File: config.mk
export PLATFORM = sky130hd
export DESIGN_NAME = equiv_stim_driver
export DESIGN_NICKNAME = d
export VERILOG_FILES = /design/src/rtl/equiv_pkg.sv /design/src/rtl/equiv_lfsr64.sv /design/src/rtl/equiv_stim_driver.sv
export SDC_FILE = /design/constraint.sdc
export NUM_CORES = 1
export LEC_CHECK = 0
export ABC_AREA = 1
export CAP_MARGIN = 30
export CORE_MARGIN = 3
export CORE_UTILIZATION = 40
export CTS_BUF_LIST = sky130_fd_sc_hd__clkbuf_16
export DETAILED_ROUTE_END_ITERATION = 8
export HOLD_SLACK_MARGIN = 0.08
export PLACE_DENSITY = 0.77
export SYNTH_ARGS = -nofsm -noshare
export SYNTH_HDL_FRONTEND = slang
export SYNTH_HIERARCHICAL = 1
export SYNTH_SLANG_ARGS = --single-unit
File: constraint.sdc
create_clock -name clk -period 3.2 [get_ports clk]
set_input_delay 0.96 -clock clk [delete_from_list [all_inputs] [get_ports clk]]
set_output_delay 0.96 -clock clk [all_outputs]
set_load 0.005 [all_outputs]
File: src/rtl/equiv_pkg.sv
// Shared constants, state encoding and LFSR step function for the
// identity-equivalence stimulus driver.
package equiv_pkg;

    // Stimulus slice widths: wire0..wire3 in LFSR bit order, low bits first.
    localparam int W0     = 6;
    localparam int W1     = 22;
    localparam int W2     = 8;
    localparam int W3     = 18;
    localparam int STIM_W = W0 + W1 + W2 + W3;

    // Galois feedback mask for x^64 + x^63 + x^61 + x^60 + 1 (right-shifting form).
    localparam logic [63:0] LFSR_TAPS = 64'hD800_0000_0000_0000;

    // An all-zero seed would lock the LFSR, so it is replaced by this value.
    localparam logic [63:0] LFSR_SEED_FALLBACK = 64'h0000_0000_0000_0001;

    typedef enum logic [1:0] {
        IDLE  = 2'd0,
        RUN   = 2'd1,
        DRAIN = 2'd2,
        DONE  = 2'd3
    } state_e;

    // One Galois step: shift right, fold taps back in when a 1 falls out.
    function automatic logic [63:0] lfsr_next(input logic [63:0] s);
        logic [63:0] r;
        r = {1'b0, s[63:1]};
        if (s[0]) begin
            r = r ^ LFSR_TAPS;
        end else begin
            r = r;
        end
        return r;
    endfunction

endpackage

File: src/rtl/equiv_lfsr64.sv
// 64-bit Galois LFSR with seed load (zero seed mapped to a non-zero fallback)
// and a single-step enable.
module equiv_lfsr64
    import equiv_pkg::*;
(
    input  logic        clk,
    input  logic        rst_n,
    input  logic        srst,
    input  logic        load,
    input  logic [63:0] seed,
    input  logic        step,
    output logic [63:0] state
);

    logic [63:0] state_r;

    // LFSR state register: load has priority over step.
    always_ff @(posedge clk or negedge rst_n) begin
        if (!rst_n) begin
            state_r <= LFSR_SEED_FALLBACK;
        end else if (srst) begin
            state_r <= LFSR_SEED_FALLBACK;
        end else if (load) begin
            state_r <= (seed == 64'd0) ? LFSR_SEED_FALLBACK : seed;
        end else if (step) begin
            state_r <= lfsr_next(state_r);
        end else begin
            state_r <= state_r;
        end
    end

    assign state = state_r;

endmodule

File: src/rtl/equiv_stim_driver.sv
// Stimulus/checker end of the identity-equivalence harness. Drives LFSR
// vectors onto wire0..wire3, compares y_1/y_2 LAT cycles later, counts
// mismatches and reports a pass/fail verdict when the run drains.
module equiv_stim_driver
    import equiv_pkg::*;
#(
    parameter int LAT       = 1,
    parameter bit STOP_FAIL = 1'b0,
    parameter int YW        = 91
) (
    input  logic          clk,
    input  logic          rst_n,
    input  logic          srst,
    input  logic          start,
    input  logic [63:0]   seed,
    input  logic [31:0]   num_vec,
    output logic [W0-1:0] wire0,
    output logic [W1-1:0] wire1,
    output logic [W2-1:0] wire2,
    output logic [W3-1:0] wire3,
    input  logic [YW-1:0] y_1,
    input  logic [YW-1:0] y_2,
    output logic          busy,
    output logic          done,
    output logic          pass,
    output logic [15:0]   fail_cnt,
    output logic          first_fail_vld,
    output logic [31:0]   first_fail_idx
);

    // Only the tail stage may still be valid for the pipe to be empty after this edge.
    localparam logic [LAT-1:0] TAIL_MASK = LAT'(1'b1) << (LAT - 1);

    state_e        state_r;
    state_e        state_next_s;
    logic [31:0]   d_idx_r;
    logic [31:0]   num_vec_r;
    logic [LAT-1:0] pipe_vld_r;
    logic [31:0]   pipe_idx_r [LAT];

    logic [W0-1:0] wire0_r;
    logic [W1-1:0] wire1_r;
    logic [W2-1:0] wire2_r;
    logic [W3-1:0] wire3_r;
    logic          busy_r;
    logic          done_r;
    logic          pass_r;
    logic [15:0]   fail_cnt_r;
    logic          ffv_r;
    logic [31:0]   ffi_r;

    logic [63:0]   lfsr_state_s;
    logic          unused_lfsr_hi_s;
    logic          start_acc_s;
    logic          drive_s;
    logic          mis_s;
    logic          pipe_drained_s;
    logic          last_drive_s;
    logic [15:0]   fail_cnt_next_s;
    logic          ffv_next_s;
    logic [31:0]   ffi_next_s;

    equiv_lfsr64 u_lfsr (
        .clk   (clk),
        .rst_n (rst_n),
        .srst  (srst),
        .load  (start_acc_s),
        .seed  (seed),
        .step  (drive_s),
        .state (lfsr_state_s)
    );

    // Bits above the stimulus slice only feed back into the LFSR itself.
    assign unused_lfsr_hi_s = ^lfsr_state_s[63:STIM_W];

    // Per-cycle control: start acceptance, vector drive and mismatch detection.
    always_comb begin
        start_acc_s    = 1'b0;
        drive_s        = 1'b0;
        // Case equality so an x/z on either output counts as a mismatch in sim.
        mis_s          = pipe_vld_r[LAT-1] && (y_1 !== y_2);
        pipe_drained_s = ((pipe_vld_r & ~TAIL_MASK) == {LAT{1'b0}});
        last_drive_s   = (d_idx_r == (num_vec_r - 32'd1));
        case (state_r)
            IDLE, DONE: start_acc_s = start;
            RUN:        drive_s     = !(STOP_FAIL && mis_s);
            default:    drive_s     = 1'b0;
        endcase
    end

    // Next-state logic; a run with no vectors completes immediately.
    always_comb begin
        state_next_s = state_r;
        case (state_r)
            IDLE, DONE: begin
                if (start) begin
                    state_next_s = (num_vec == 32'd0) ? DONE : RUN;
                end else begin
                    state_next_s = state_r;
                end
            end
            RUN: begin
                if (STOP_FAIL && mis_s) begin
                    state_next_s = DRAIN;
                end else if (last_drive_s) begin
                    state_next_s = DRAIN;
                end else begin
                    state_next_s = RUN;
                end
            end
            DRAIN: begin
                if (pipe_drained_s) begin
                    state_next_s = DONE;
                end else begin
                    state_next_s = DRAIN;
                end
            end
            default: state_next_s = IDLE;
        endcase
    end

    // Mismatch bookkeeping: saturating count and first failing index.
    always_comb begin
        fail_cnt_next_s = fail_cnt_r;
        ffv_next_s      = ffv_r;
        ffi_next_s      = ffi_r;
        if (start_acc_s) begin
            fail_cnt_next_s = 16'd0;
            ffv_next_s      = 1'b0;
            ffi_next_s      = 32'd0;
        end else if (mis_s) begin
            if (fail_cnt_r != 16'hFFFF) begin
                fail_cnt_next_s = fail_cnt_r + 16'd1;
            end else begin
                fail_cnt_next_s = fail_cnt_r;
            end
            if (!ffv_r) begin
                ffv_next_s = 1'b1;
                ffi_next_s = pipe_idx_r[LAT-1];
            end else begin
                ffv_next_s = ffv_r;
                ffi_next_s = ffi_r;
            end
        end else begin
            fail_cnt_next_s = fail_cnt_r;
        end
    end

    // FSM state, drive counter, stimulus and status registers.
    always_ff @(posedge clk or negedge rst_n) begin
        if (!rst_n) begin
            state_r    <= IDLE;
            d_idx_r    <= 32'd0;
            num_vec_r  <= 32'd0;
            wire0_r    <= {W0{1'b0}};
            wire1_r    <= {W1{1'b0}};
            wire2_r    <= {W2{1'b0}};
            wire3_r    <= {W3{1'b0}};
            busy_r     <= 1'b0;
            done_r     <= 1'b0;
            pass_r     <= 1'b0;
            fail_cnt_r <= 16'd0;
            ffv_r      <= 1'b0;
            ffi_r      <= 32'd0;
        end else if (srst) begin
            state_r    <= IDLE;
            d_idx_r    <= 32'd0;
            num_vec_r  <= 32'd0;
            wire0_r    <= {W0{1'b0}};
            wire1_r    <= {W1{1'b0}};
            wire2_r    <= {W2{1'b0}};
            wire3_r    <= {W3{1'b0}};
            busy_r     <= 1'b0;
            done_r     <= 1'b0;
            pass_r     <= 1'b0;
            fail_cnt_r <= 16'd0;
            ffv_r      <= 1'b0;
            ffi_r      <= 32'd0;
        end else begin
            state_r    <= state_next_s;
            busy_r     <= (state_next_s == RUN) || (state_next_s == DRAIN);
            done_r     <= (state_next_s == DONE);
            pass_r     <= (state_next_s == DONE) && (fail_cnt_next_s == 16'd0);
            fail_cnt_r <= fail_cnt_next_s;
            ffv_r      <= ffv_next_s;
            ffi_r      <= ffi_next_s;
            if (start_acc_s) begin
                num_vec_r <= num_vec;
                d_idx_r   <= 32'd0;
            end else if (drive_s) begin
                d_idx_r   <= d_idx_r + 32'd1;
            end else begin
                d_idx_r   <= d_idx_r;
            end
            if (drive_s) begin
                wire0_r <= lfsr_state_s[W0-1:0];
                wire1_r <= lfsr_state_s[W0+W1-1:W0];
                wire2_r <= lfsr_state_s[W0+W1+W2-1:W0+W1];
                wire3_r <= lfsr_state_s[STIM_W-1:W0+W1+W2];
            end else begin
                wire0_r <= wire0_r;
                wire1_r <= wire1_r;
                wire2_r <= wire2_r;
                wire3_r <= wire3_r;
            end
        end
    end

    // Check pipe: {valid, index} launched with each drive, compared at the tail.
    always_ff @(posedge clk or negedge rst_n) begin
        if (!rst_n) begin
            pipe_vld_r <= {LAT{1'b0}};
            for (int i = 0; i < LAT; i++) begin
                pipe_idx_r[i] <= 32'd0;
            end
        end else if (srst) begin
            pipe_vld_r <= {LAT{1'b0}};
            for (int i = 0; i < LAT; i++) begin
                pipe_idx_r[i] <= 32'd0;
            end
        end else begin
            pipe_vld_r[0] <= drive_s;
            pipe_idx_r[0] <= d_idx_r;
            for (int i = 1; i < LAT; i++) begin
                pipe_vld_r[i] <= pipe_vld_r[i-1];
                pipe_idx_r[i] <= pipe_idx_r[i-1];
            end
        end
    end

    assign wire0          = wire0_r;
    assign wire1          = wire1_r;
    assign wire2          = wire2_r;
    assign wire3          = wire3_r;
    assign busy           = busy_r;
    assign done           = done_r;
    assign pass           = pass_r;
    assign fail_cnt       = fail_cnt_r;
    assign first_fail_vld = ffv_r;
    assign first_fail_idx = ffi_r;

endmodule
==> flow_summary.yaml, run 1 <==
placement:
  hpwl_um: 37700
  finalWeightedCongestion: 0.948
  port_buffers: 387
job:
  cap_violations: 0
clock_tree:
  cts_max_level: 1
  cts_root_buffer: "clkbuf_16"
  cts.path.max_buffers: 3
  clk_pin_slew_worst_paths_ns: 0.06
  clkSinkCount: 269
  cts_tree: "done"
  postCtsHoldBufs: 0
  numCtsBuffers: 29
  worstSkewPairLatency_ns: 0.56
detailed_routing:
  vias_per_cell: 5.01
  wl_per_cell_um: 16.1
  num_vias: 15400
  drc_errors: 0
  postRouteWirelength_um: 49600
  postRouteAntennaNets: 0
  first_pass_iters: 5
  drt_iter0_drc: 1218
power_and_ir_drop:
  clock_power_share_pct: 27.1
  p_seq_share_pct: 37.0
  sw_frac_of_total_pct: 36.7
  p_int_uw: 7980
  power_density_nw_per_um2: 604
  p_comb_share_pct: 35.9
  ir_drop_uv: 618
  p_sw_uw: 4630
  p_leak_uw: 0.0100
logic_synthesis:
  yosysTopAreaCellShare_pct: 44.3
  ys_seq_area_share_pct: 44.5
  synth_area_um2: 15100
  synth_seq_cells: 269
  yosysMostFrequentCell: "nand2_1"
  synth_cell_types: 42
  synth_area_leaders: "dfrtp_1 44%, nand2_1 14%, nor2_1 8.4%"
  yosysTopAreaCell: "dfrtp_1"
  synthTopCellsByCount: "559 x nand2_1, 339 x nor2_1, 273 x inv_1"
  synth_flop_cell: "dfrtp_1"
  synth-edff-count: 0
  synth.avg_cell_area_um2: 7.08
  yosys_warnings: 6
  syn-num-nets: 2428
  syn_inst: 2140
  async_flop_share_pct: 100
floorplan:
  die_width_um: 201
  io_pins: 388
  die_h_um: 201
  fp-row-count: 70
  dieArea_um2: 40200
  start_util_pct: 41.0
  coreArea_um2: 37000
global_route:
  grtUsageTotal_pct: 23.8
  grt_pass1_wl_um: 78800
  grt_pass1_vias: 15000
  antenna_found_initial: 12
  grt.overflow.total: 0
  grt_use_met1_pct: 30.4
  busiest_layer: "met2"
  use_met2_pct: 39.8
  use_met3_pct: 5.27
  grt_max_degree: 75
layout:
  num-fill-cells: 3478
  drive_gt1_share_pct: 6.31
  synthToLayoutAreaGrowth_pct: 37.8
  final_util_pct: 56.5
  nets: 2836
critical_path:
  start_kind: "register"
  arrival_ns: 3.35
  cp_slowest_cell: "dfrtp_1"
  crit_top_cell: "nand2_1"
  end_kind: "register"
  crit_type: "register to register"
  cp.required_ns: 3.68
  max_stage_delay_ns: 0.38
  worstPathMaxFanout: 3
  cp_cell_sequence: "inv_1 -> ha_2 -> nand2_2 -> nor2_4 -> nand2_1 -> nor2_2 -> buf_4 -> nand4_1 -> xor2_1 -> nor2_1 -> nand2_1 -> nor2_2 -> nand4_1 -> nand2_1 -> nand2_1 -> inv_1 -> ha_1 -> inv_1 -> nor2_2 -> nand2_1 -> nor2_2 -> nand2_1 -> nor2_1"
sta:
  rsz0062_at_grt: "false"
  fin_tns_setup_ns: 0
  slew_violations: 0
  relSlewSlack_pct: 51.5
  fmax_mhz: 349
  period_share_pct: 89.5
  hold_viol_final: 0
  skew_ns: 0.0168
  post-route-min-period_ns: 2.86
  tightest_slew_ns: 0.728
  setup_viol: 0
outcome:
  status: "finished, final reports clean"
min_path:
  hold_class: "input pin to async pin"
## power groups by stage
stage	clock network [uW]	registers (uW)	logic (uW)
2_1_floorplan	0	4530	2760
3_3_place_gp	0	4680	4370
3_5_place_dp	0	4700	4460
4_1_cts	3490	4650	4490
5_1_grt	3620	4750	5060
6_report	3420	4660	4530
## state kept, by name, summed over array words and instances (netlist names), 2 cells and up
name,flops
wire1,22
first_fail_idx,32
d_idx_r,32
u_lfsr/state,64
wire3,18
num_vec_r,32
state_r,2
wire2,8
wire0,6
pipe_idx_r,32
fail_cnt,16
## path summary, 6_finish.rpt
| path | start | to | slack [ns] | cells past startpoint |
|---|---|---|---|---|
| min in group clk | u_lfsr/state[53] | wire3[17] | 0.47 | 2 |
| setup / recovery | num_vec_r[1] | pass | 0.34 | 23 |
| hold reg to reg | u_lfsr/state[53] | wire3[17] | 0.47 | 2 |
| setup reg to reg | num_vec_r[1] | pass | 0.34 | 23 |
| hold / removal | rst_n | u_lfsr/state[17] | 0.32 | 1 |
| max in group asynchronous | rst_n | d_idx_r[3] | 2.13 | 2 |
## metal layers
metal	up-vias	share of wire (%)
li1	7526	-
met1	7169	41
met2	598	48
met3	123	7.8
met4	10	3.7
met5	-	0.15
## cells in the final DEF (no fill, tap or decap), drive strengths merged, types with 26 or more instances in the layout
| cell type | count |
|---|---|
| nand3 | 186 |
| nor3 | 27 |
| nor2 | 356 |
| o21ai | 203 |
| a21oi | 41 |
| xor2 | 47 |
| buf | 68 |
| nand2 | 570 |
| clkbuf | 29 |
| clkdlybuf4s50 | 385 |
| dfrtp | 268 |
| inv | 287 |
| xnor2 | 26 |
## worst max-delay path: cells and delay by family, from the launching register on
family,cells,cell delay (ns)
and+or+nand+nor,16,1.55
DFF,1,0.38
buffers and inverters,4,0.34
adders and majority gates,2,0.33
xor gates and xnor gates,1,0.18
## what timing repair did
item | 4_1_cts | 5_1_grt
gates resized for setup | 0 | 7
endpoints found under the hold margin | 0 | 0
setup buffers | 0 | 1
endpoints found under the setup margin | 0 | 1
## layout make-up
cell class                 count  area (um^2)  share of cell area [%]
antenna                        8         20.0                  0.0959
clock inverter                22          229                    1.10
clock buffer                  29          726                    3.48
sequential                   269         6730                    32.3
tap                          504          631                    3.02
multi-input combinational   1512         7000                    33.5
inverter                     283         1070                    5.11
timing repair buffer         453         4470                    21.4
## kinds of logic (layout without fill, tap and decap cells)
logic type               after synthesis  in the layout  synth area share, %
adder cells (fa/ha/maj)                6              6                0.496
flip-flops                           269            269                 44.5
XOR/XNOR                              73             73                 4.22
AND/OR/NAND/NOR                     1176           1176                 32.6
buffers and inverters                359            787                 9.54
other                                  0              8                    0
AO/OA/AOI/OAI                        257            257                 8.69
## metrics by stage
step | worst slack, ns | hold slack (ns) | std cells | cell area (um^2) | total power, uW
after floorplan | 0.790 | 0.442 | 2140 | 15100 | 7290
after global placement | -0.139 | 0.453 | 3020 | 19900 | 9050
after detailed placement | -0.216 | 0.461 | 3020 | 19900 | 9160
after CTS | 0.213 | 0.316 | 3071 | 20800 | 12600
after global routing | 0.0202 | 0.329 | 3079 | 20900 | 13400
final | 0.336 | 0.315 | 3080 | 20900 | 12600
Note: power is estimated with default switching activity, not from simulation.
==> inputs of run 2 (changes only) <==
--- a/config.mk
+++ b/config.mk
@@ -6,7 +6,7 @@
 export NUM_CORES = 1
 export LEC_CHECK = 0
 export ABC_AREA = 1
-export CAP_MARGIN = 30
+export CAP_MARGIN = 40
 export CORE_MARGIN = 3
 export CORE_UTILIZATION = 40
 export CTS_BUF_LIST = sky130_fd_sc_hd__clkbuf_16
==> constraint.sdc (replaced) <==
create_clock -name clk -period 3.4 [get_ports clk]
set_input_delay 1.02 -clock clk [delete_from_list [all_inputs] [get_ports clk]]
set_output_delay 1.02 -clock clk [all_outputs]
set_load 0.005 [all_outputs]
==> flow_summary.yaml, run 2 (synthesis gave the netlist of run 1 again) <==
sta:
  period_share_pct: 85.0
  tightest_slew_ns: 0.875
  whs_ns: 0.413
  slew_violations: 0
  post-route-min-period_ns: 2.89
  skew_ns: 0.0184
  fin_tns_setup_ns: 0
  rsz0062_at_grt: "false"
  relSlewSlack_pct: 41.6
  setup_viol: 0
  hold_viol_final: 0
  fmax_mhz: 346
power_and_ir_drop:
  ir_drop_uv: 420
  p_leak_uw: 0.00998
  power_density_nw_per_um2: 558
critical_path:
  crit_path_start: "num_vec_r[0]"
  ff2ff_setup_slack_ns: 0.51
  start_kind: "register"
  timing.rr.start: "num_vec_r[0]"
  r2r_end: "pass"
  cp.required_ns: 3.88
  end_kind: "register"
  crit_type: "register to register"
  worstPathMaxFanout: 4
  arrival_ns: 3.37
  worst-r2r-cell-count: 22
  crit_path_end: "pass"
global_route:
  grt_max_degree: 93
  grt_pass1_wl_um: 78700
  grt.overflow.total: 0
  antenna_found_initial: 6
  grtUsageTotal_pct: 23.7
  grt_pass1_vias: 15100
detailed_routing:
  wl_per_cell_um: 16.0
  postRouteAntennaNets: 0
  postRouteWirelength_um: 48900
  first_pass_iters: 7
  drc_errors: 0
  num_vias: 15200
  drt_iter0_drc: 1017
  vias_per_cell: 4.95
floorplan:
  fp-row-count: 70
  start_util_pct: 41.0
  dieArea_um2: 40200
  coreArea_um2: 37000
  io_pins: 388
  die_h_um: 201
  die_width_um: 201
placement:
  port_buffers: 387
  hpwl_um: 37500
  finalWeightedCongestion: 0.934
layout:
  nets: 2828
  drive_gt1_share_pct: 5.62
  layout_common_cells: "559 x nand2_1, 385 x clkdlybuf4s50_1, 338 x nor2_1"
  mostFrequentLayoutCell: "nand2_1"
  largest_reg_flops: 64
  num-fill-cells: 3453
  synthToLayoutAreaGrowth_pct: 36.7
clock_tree:
  cts_tree: "done"
  cts_max_level: 1
  postCtsHoldBufs: 0
  clkSinkCount: 269
  cts_root_buffer: "clkbuf_16"
  cts.path.max_buffers: 3
  worstSkewPairLatency_ns: 0.55
  numCtsBuffers: 28
  clk_pin_slew_worst_paths_ns: 0.07
job:
  cap_violations: 0
outcome:
  status: "finished, final reports clean"
min_path:
  hold_class: "input pin to async pin"
run 2: worst min path at each step:
stage | start | end | slack, ns | depth (start not counted)
floorplan | u_lfsr/state[53] | wire3[17] | 0.44 | 2
global placement | u_lfsr/state[53] | wire3[17] | 0.46 | 2
detailed placement | u_lfsr/state[53] | wire3[17] | 0.46 | 2
CTS | rst_n | u_lfsr/state[17] | 0.45 | 1
global route | rst_n | u_lfsr/state[17] | 0.45 | 1
finish | rst_n | u_lfsr/state[17] | 0.41 | 1
run 2: where the power goes:
group	switching, uW	internal [uW]	total (uW)
clock	1280	1710	2990
sequential	549	3840	4390
combinational	2450	1720	4170
total	4280	7270	11600
run 2: cell type report:
type / count / area, um^2 / area share (%)
Inverter: 283 / 1070 / 5.15
Tap cell: 504 / 631 / 3.05
Antenna cell: 2 / 5.00 / 0.0242
Timing Repair Buffer: 446 / 4400 / 21.3
Clock buffer: 28 / 701 / 3.38
Multi-Input combinational cell: 1512 / 6980 / 33.7
Sequential cell: 269 / 6730 / 32.5
Clock inverter: 23 / 184 / 0.888
run 2: metal layers:
metal	up-vias	global-route usage [%]	wire (um)
met1	7057	30.5	20000
met4	8	6.40	1600
li1	7504	-	-
met3	105	4.99	3620
met2	516	40.6	23700
met5	-	0	65
run 2: critical path: stages (launching register included):
cell and delay, ns:
dfrtp_1 0.41, inv_1 0.09, ha_1 0.18, nand2_1 0.11
nor2_2 0.17, nand2_1 0.12, nor2_4 0.15, nand2_2 0.09
nor2_2 0.10, xor2_1 0.16, nand3_1 0.08, nor2_1 0.18
nand4_1 0.17, nand2_1 0.09, nand2_1 0.07, inv_1 0.06
ha_1 0.14, inv_1 0.04, nor2_1 0.13, nand2_1 0.08
nor2_1 0.10, nand2_1 0.06, nor2_1 0.09
run 2: per-stage QoR:
step,area (um^2),total power (uW),setup WS (ns),instances,utilization [%]
3_5_place_dp,19800,8580,0.0323,3014,53.6
3_3_place_gp,19800,8480,0.0725,3014,53.6
5_1_grt,20700,12400,0.0565,3066,56.0
6_report,20700,11600,0.509,3067,56.0
2_1_floorplan,15100,6860,0.976,2140,-
4_1_cts,20700,11600,0.432,3065,56.0
run 2: repair_timing:
item | 4_1_cts | 5_1_grt
resized for setup | 0 | 1
endpoints found under the setup margin | 0 | 1
buffers inserted | 0 | 0
hold endpoints to repair | 0 | 0
